[src/rtl/crossbar_2x2_scheduler.sv]
// 2x2 crossbar scheduler: two 2-deep input FIFOs feed two registered outputs,
// with round-robin arbitration per output when both heads want the same one.
module crossbar_2x2_scheduler (
    input  logic       clk,
    input  logic       rst,
    input  logic       in1_valid,
    input  logic [3:0] in1_data,
    input  logic       in1_dest,
    output logic       in1_ready,
    input  logic       in2_valid,
    input  logic [3:0] in2_data,
    input  logic       in2_dest,
    output logic       in2_ready,
    output logic       out1_valid,
    output logic [3:0] out1_data,
    output logic       out1_src,
    input  logic       out1_ready,
    output logic       out2_valid,
    output logic [3:0] out2_data,
    output logic       out2_src,
    input  logic       out2_ready,
    output logic       control
);

    typedef struct packed {
        logic [3:0] data;
        logic       dest;
    } entry_t;

    entry_t     r_fifo [2][2];
    logic [1:0] r_cnt [2];
    logic       r_wr [2];
    logic       r_rd [2];

    logic       r_out_valid [2];
    logic [3:0] r_out_data [2];
    logic       r_out_src [2];
    logic       r_prio [2];
    logic       r_control;

    logic       w_in_valid [2];
    entry_t     w_in_entry [2];
    logic       w_in_ready [2];
    logic       w_out_ready [2];
    entry_t     w_head [2];
    logic       w_head_valid [2];
    logic       w_free [2];
    logic       w_elig [2];
    logic       w_same_dest;
    logic       w_push [2];
    logic       w_grant [2];

    always_comb begin
        w_in_valid[0]  = in1_valid;
        w_in_valid[1]  = in2_valid;
        w_in_entry[0]  = '{data: in1_data, dest: in1_dest};
        w_in_entry[1]  = '{data: in2_data, dest: in2_dest};
        w_out_ready[0] = out1_ready;
        w_out_ready[1] = out2_ready;
    end

    // Readiness looks only at the registered count, never at a same-cycle pop.
    always_comb begin
        for (int i = 0; i < 2; i++) begin
            w_in_ready[i]   = !rst && (r_cnt[i] < 2'd2);
            w_push[i]       = w_in_valid[i] && w_in_ready[i];
            w_head[i]       = r_fifo[i][r_rd[i]];
            w_head_valid[i] = (r_cnt[i] != 2'd0);
            w_free[i]       = !r_out_valid[i] || w_out_ready[i];
        end
        for (int i = 0; i < 2; i++) begin
            w_elig[i] = w_head_valid[i] && w_free[w_head[i].dest];
        end
        w_same_dest = (w_head[0].dest == w_head[1].dest);
        w_grant[0]  = w_elig[0] && !(w_elig[1] && w_same_dest && r_prio[w_head[0].dest]);
        w_grant[1]  = w_elig[1] && !(w_elig[0] && w_same_dest && !r_prio[w_head[1].dest]);
    end

    always_ff @(posedge clk) begin
        if (rst) begin
            // NOTE: FIFO storage is left unreset; the counts and pointers alone mark it empty.
            for (int i = 0; i < 2; i++) begin
                r_cnt[i]       <= 2'd0;
                r_wr[i]        <= 1'b0;
                r_rd[i]        <= 1'b0;
                r_out_valid[i] <= 1'b0;
                r_out_data[i]  <= 4'd0;
                r_out_src[i]   <= 1'b0;
                r_prio[i]      <= 1'b0;
            end
            r_control <= 1'b0;
        end else begin
            for (int n = 0; n < 2; n++) begin
                if (w_out_ready[n]) r_out_valid[n] <= 1'b0;
            end
            for (int i = 0; i < 2; i++) begin
                if (w_push[i]) begin
                    r_fifo[i][r_wr[i]] <= w_in_entry[i];
                    r_wr[i]            <= !r_wr[i];
                end
                if (w_grant[i]) begin
                    r_rd[i]                      <= !r_rd[i];
                    r_out_valid[w_head[i].dest]  <= 1'b1;
                    r_out_data[w_head[i].dest]   <= w_head[i].data;
                    r_out_src[w_head[i].dest]    <= 1'(i);
                    r_prio[w_head[i].dest]       <= (i == 0);
                end
                r_cnt[i] <= r_cnt[i] + 2'(w_push[i]) - 2'(w_grant[i]);
            end
            if (w_grant[0] || w_grant[1]) begin
                r_control <= !((w_grant[0] && !w_head[0].dest) || (w_grant[1] && w_head[1].dest));
            end
        end
    end

    assign in1_ready  = w_in_ready[0];
    assign in2_ready  = w_in_ready[1];
    assign out1_valid = r_out_valid[0];
    assign out1_data  = r_out_data[0];
    assign out1_src   = r_out_src[0];
    assign out2_valid = r_out_valid[1];
    assign out2_data  = r_out_data[1];
    assign out2_src   = r_out_src[1];
    assign control    = r_control;

endmodule

[config.mk]
export PLATFORM = sky130hd
export DESIGN_NAME = crossbar_2x2_scheduler
export DESIGN_NICKNAME = d
export VERILOG_FILES = /design/src/rtl/crossbar_2x2_scheduler.sv
export SDC_FILE = /design/constraint.sdc
export NUM_CORES = 1
export LEC_CHECK = 0
export BUFFER_PORTS_ARGS = -buffer_cell sky130_fd_sc_hd__buf_4
export CAP_MARGIN = 20
export CELL_PAD_IN_SITES_DETAIL_PLACEMENT = 0
export CELL_PAD_IN_SITES_GLOBAL_PLACEMENT = 1
export CORE_MARGIN = 4
export CORE_UTILIZATION = 44
export DETAILED_ROUTE_END_ITERATION = 8
export PLACE_DENSITY_LB_ADDON = 0.1
export SLEW_MARGIN = 10
export SYNTH_ARGS = -nofsm -noshare
export SYNTH_HDL_FRONTEND = slang
export SYNTH_SLANG_ARGS = --single-unit
[constraint.sdc]
create_clock -name clk -period 2.6 [get_ports clk]
set_input_delay 0.13 -clock clk [delete_from_list [all_inputs] [get_ports clk]]
set_output_delay 0.13 -clock clk [all_outputs]
set_load 0.05 [all_outputs]
Yosys cells after proc, flatten, opt, wreduce, memory -nomap -nowiden --
Memories as Yosys holds them, arrays and structs flattened. Cells that the tools add are included.
Storage, ports and cells: memory bits (read-only) 0, bits in registers 1, word-level logic and storage cells 143, memory bits (writable) 42, memories 8, bits in latches 0, input bits 16, output and inout port bits 15
Memories:
- r_fifo | depth 2, width 10, rd ports 2, clocked after Yosys merged registers in 0, wr ports 2, RTL line 30 | entry_t r_fifo [2][2];
- r_out_data | depth 2, width 4, rd ports 2, clocked after Yosys merged registers in 0, wr ports 2, RTL line 36 | logic [3:0] r_out_data [2];
- r_cnt | depth 2, width 2, rd ports 2, clocked after Yosys merged registers in 0, wr ports 2, RTL line 31 | logic [1:0] r_cnt [2];
- r_out_src | depth 2, width 1, rd ports 2, clocked after Yosys merged registers in 0, wr ports 2, RTL line 37 | logic r_out_src [2];
- r_out_valid | depth 2, width 1, rd ports 2, clocked after Yosys merged registers in 0, wr ports 4, RTL line 35 | logic r_out_valid [2];
- r_prio | depth 2, width 1, rd ports 2, clocked after Yosys merged registers in 0, wr ports 2, RTL line 38 | logic r_prio [2];
- 2 more memories
Operators by class: equal/unequal tests 1, divide/modulo/power cells 0, mux-type cells 65, bitwise operators 14, $mul 0, $add $sub $neg 4, reduce and logical (&&, ||, !) cells 40, shift-type cells 0, order comparisons 10
Operators by type and width (number):
- 2-to-1 mux 1 bit | 49
- 2-to-1 mux 5 bit | 8
- 2-to-1 mux 10 bit | 2
- logical AND 1 bit | 16
- >= comparator 2 bit (second input constant) | 6
- logical NOT 1 bit | 12
- inverter 1 -> 2 bit | 6
- demux 5 bit (select 1 bit) | 2
- 2-to-1 mux 4 bit | 2
- bitwise OR 1 bit | 8
- OR reduction 4 bit | 2
- adder 2 x 1 -> 2 bit | 2
- logical OR 1 bit | 4
- < comparator 2 x 1 -> 1 bit (second input constant) | 2
- < comparator 2 bit (second input constant) | 2
- 2-to-1 mux 2 bit | 2
- nonzero test 2 bit | 2
- OR reduction 1 bit | 4
- subtractor 2 x 1 -> 2 bit | 2
- equality test 1 bit | 1

Depth between registers and ports, before layout --
word-level depth 18, mapped depth 11, gate-level depth less buffers 10

Least setup slack after synthesis --
Ideal clock, no wire load.
path type flip-flop to flip-flop, start memory r_rd[1][0], in the netlist r_rd[0][1], end memory r_cnt[0][1], path slack 0.175 ns, period minus slack after synthesis 2.425 ns, cell stages (with the launch flop) 12, arrival 2.297 ns, setup time 0.128 ns, path buffers 1, data required time 2.472 ns, cells stage by stage edfxtp_1 buf_4 mux2_2 nor3_1 nand3_1 and3_1 ha_1 inv_1 ha_1 xor2_1 xnor2_1 nor2_1
RTL lines:
- start: declaration | RTL line 33 | logic r_rd [2];
- end: declaration | RTL line 31

==> out/results.ini <==
[final_layout]
drive_gt1_frac = 0.276
final_common_cell = buf_4
stdcell_area_um2 = 2370
fillers = 385
fin_nets = 218
final_core_util = 0.549
diodes = 0
area_growth_pct = 21.2
fin_cells = 251
final_cell_mix = 33 x buf_4, 32 x edfxtp_1, 13 x nor2_1

[detailed_routing]
avgViaCountPerCell = 5.41
remaining_drc_errors = 0
routedWlPerCell_um = 16.1
drtIter0Drc = 73
dr.pass1.iters = 4
routed_wl_mm = 4.05
vias = 1359
detail-route-antenna-nets = 0

[synthesis]
postSynth.asyncResetShare = 0
synth_enable_flop_cells = 32
syn-num-nets = 180
synth_cell_types = 38
avgSynthCellArea_um2 = 12.2
yosys_warnings = 0
seq_area_frac_synth = 0.603
ys.flop_type = edfxtp_1
synth_area_um2 = 1960
yosys_register_bits = 43
syn_inst = 160

[status]
status = complete, no violations

[sta]
fin_tns_setup_ps = 0
hold_violations = 0
rsz0062_at_grt = no
setup_slack_ps = 155
clock.fmax_mhz = 409
fin_skew_ps = 6.36
setup_viol = 0
min_period_ps = 2450
hold_ws_ps = 19.2
slew_viol_final = 0
relSlewSlack = 0.527
fin_crit_sh = 0.940
tightest_slew_ps = 702

[run]
max_cap_violations = 0

[cts]
htree_levels = 2
insertion_delay_ps = 300
cts_root_buf = clkbuf_8
cts_made_buffers = 5
cts.sinks = 43
cts_tree = done
cts.reportedPaths.clkPinSlew_ps = 80
cts_max_path_buffers = 2

[setup_path]
cp-end-kind = flop
r2r_slack_ps = 150
path_max_fanout = 8
crit_end = r_cnt[0][1]$_SDFF_PP0_
r2r-start = r_rd[0][0]$_SDFFCE_PN0P_
crit_type = flop to flop
reg2reg_to = r_cnt[0][1]$_SDFF_PP0_
worstPathRequired_ps = 2790
cp-startpoint = r_rd[0][0]$_SDFFCE_PN0P_
worstSetupStartpointType = flop
cp.arrival_ps = 2630
reg2reg_depth = 10

[global_route]
grt_pass1_vias = 1390
grt_max_degree = 28
overflow = 0
grt_pass1_wl_mm = 6.58
antenna_found_initial = 0
track_usage = 0.161

[placement]
dpl_worst_slack_ps = 130
routabilityCongestion = 0.868
io_buffers = 30
place_hpwl_mm = 3.13
place_area_um2 = 2240
placed_cells = 240

[hold_path]
hold_path.class = input pin to flop
hp-start = in1_data[2]

[floorplan]
fp.dieW_um = 74.7
die_area_um2 = 5580
num_io_pins = 31
die_height_um = 74.7
start_util = 0.453
coreArea_um2 = 4320
rows = 24

[pwr]
powerDensity_nw_per_um2 = 1110
vdd_ir_drop_max_uv = 506
power.total_mw = 2.63
p_leak_nw = 0.929

==> flip-flops by register name (all words and copies together) (netlist names) <==
register / cells
r_rd: 2
control: 1
r_fifo: 20
r_out_data: 8
r_cnt: 4
r_out_src: 2
r_prio: 2
r_out_valid: 2
r_wr: 2
==> worst max-delay path: stages (launching register included) <==
cell,delay (ps)
edfxtp_1,430
mux2_4,370
or3_4,410
nand2_1,120
and3_1,180
ha_1,230
inv_1,60
ha_1,180
xor2_2,170
xnor2_1,140
nor2_1,50
==> cells in the mapped netlist (all sizes together) (3+ instances only) <==
cell | n | share of area
ha | 4 | 0.026
nor2 | 13 | 0.025
a21oi | 9 | 0.023
nand3 | 4 | 0.010
or2 | 4 | 0.013
mux2i | 10 | 0.051
inv | 8 | 0.015
nand2 | 7 | 0.013
edfxtp | 32 | 0.49
nand3b | 6 | 0.023
clkbuf | 3 | 0.0057
nor3 | 6 | 0.018
dfxtp | 11 | 0.11
nor2b | 6 | 0.019
and3 | 3 | 0.0096
o32ai | 4 | 0.018
==> layout make-up <==
| type | instances | area [µm²] | area share |
|---|---|---|---|
| well taps | 52 | 65.1 | 0.0274 |
| repair buffers | 36 | 278 | 0.117 |
| flip-flops and latches | 43 | 1180 | 0.497 |
| clock buffers | 5 | 68.8 | 0.0290 |
| multi-input cells | 104 | 737 | 0.310 |
| clock inverters | 3 | 15.0 | 0.00632 |
| inverters | 8 | 30.0 | 0.0126 |
==> per-layer routing <==
metal	GRT usage	share of wire	vias to the layer above
met5	0	0	-
met4	0.0751	0.024	0
met3	0.0507	0.051	9
met2	0.267	0.50	41
met1	0.192	0.42	643
li1	-	-	666
==> where the power goes <==
group          total [mW]  switching, mW  internal [mW]  leakage [nW]
combinational        1.22          0.764          0.454         0.480
sequential           1.00         0.0863          0.919         0.402
clock               0.409          0.225          0.184        0.0477
==> how the worst min path moves through the flow <==
stage	end	cells past startpoint
final	r_fifo[0][3]$_DFFE_PP_	1
after CTS	r_fifo[0][5]$_DFFE_PP_	1
after floorplan	r_fifo[0][0]$_DFFE_PP_	0
after global placement	r_fifo[0][10]$_DFFE_PP_	1
after detailed placement	r_fifo[0][15]$_DFFE_PP_	1
after global routing	r_fifo[0][9]$_DFFE_PP_	1
==> cells by family after synthesis <==
family	Yosys count	synth area share
flip-flops	43	0.603
multiplexers	12	0.0645
adder cells (fa/ha/maj)	4	0.0255
XOR/XNOR	4	0.0179
AND/OR/NAND/NOR	59	0.169
AO/OA/AOI/OAI	25	0.0900
buffers and inverters	13	0.0307
==> what timing repair did <==
item                       4_1_cts  5_1_grt
hold buffers                     0        3
resized for setup                0        3
setup endpoints to repair        0        1
buffers inserted                 0        0
hold endpoints to repair         0        5
Power figures use the tool's default switching activity.
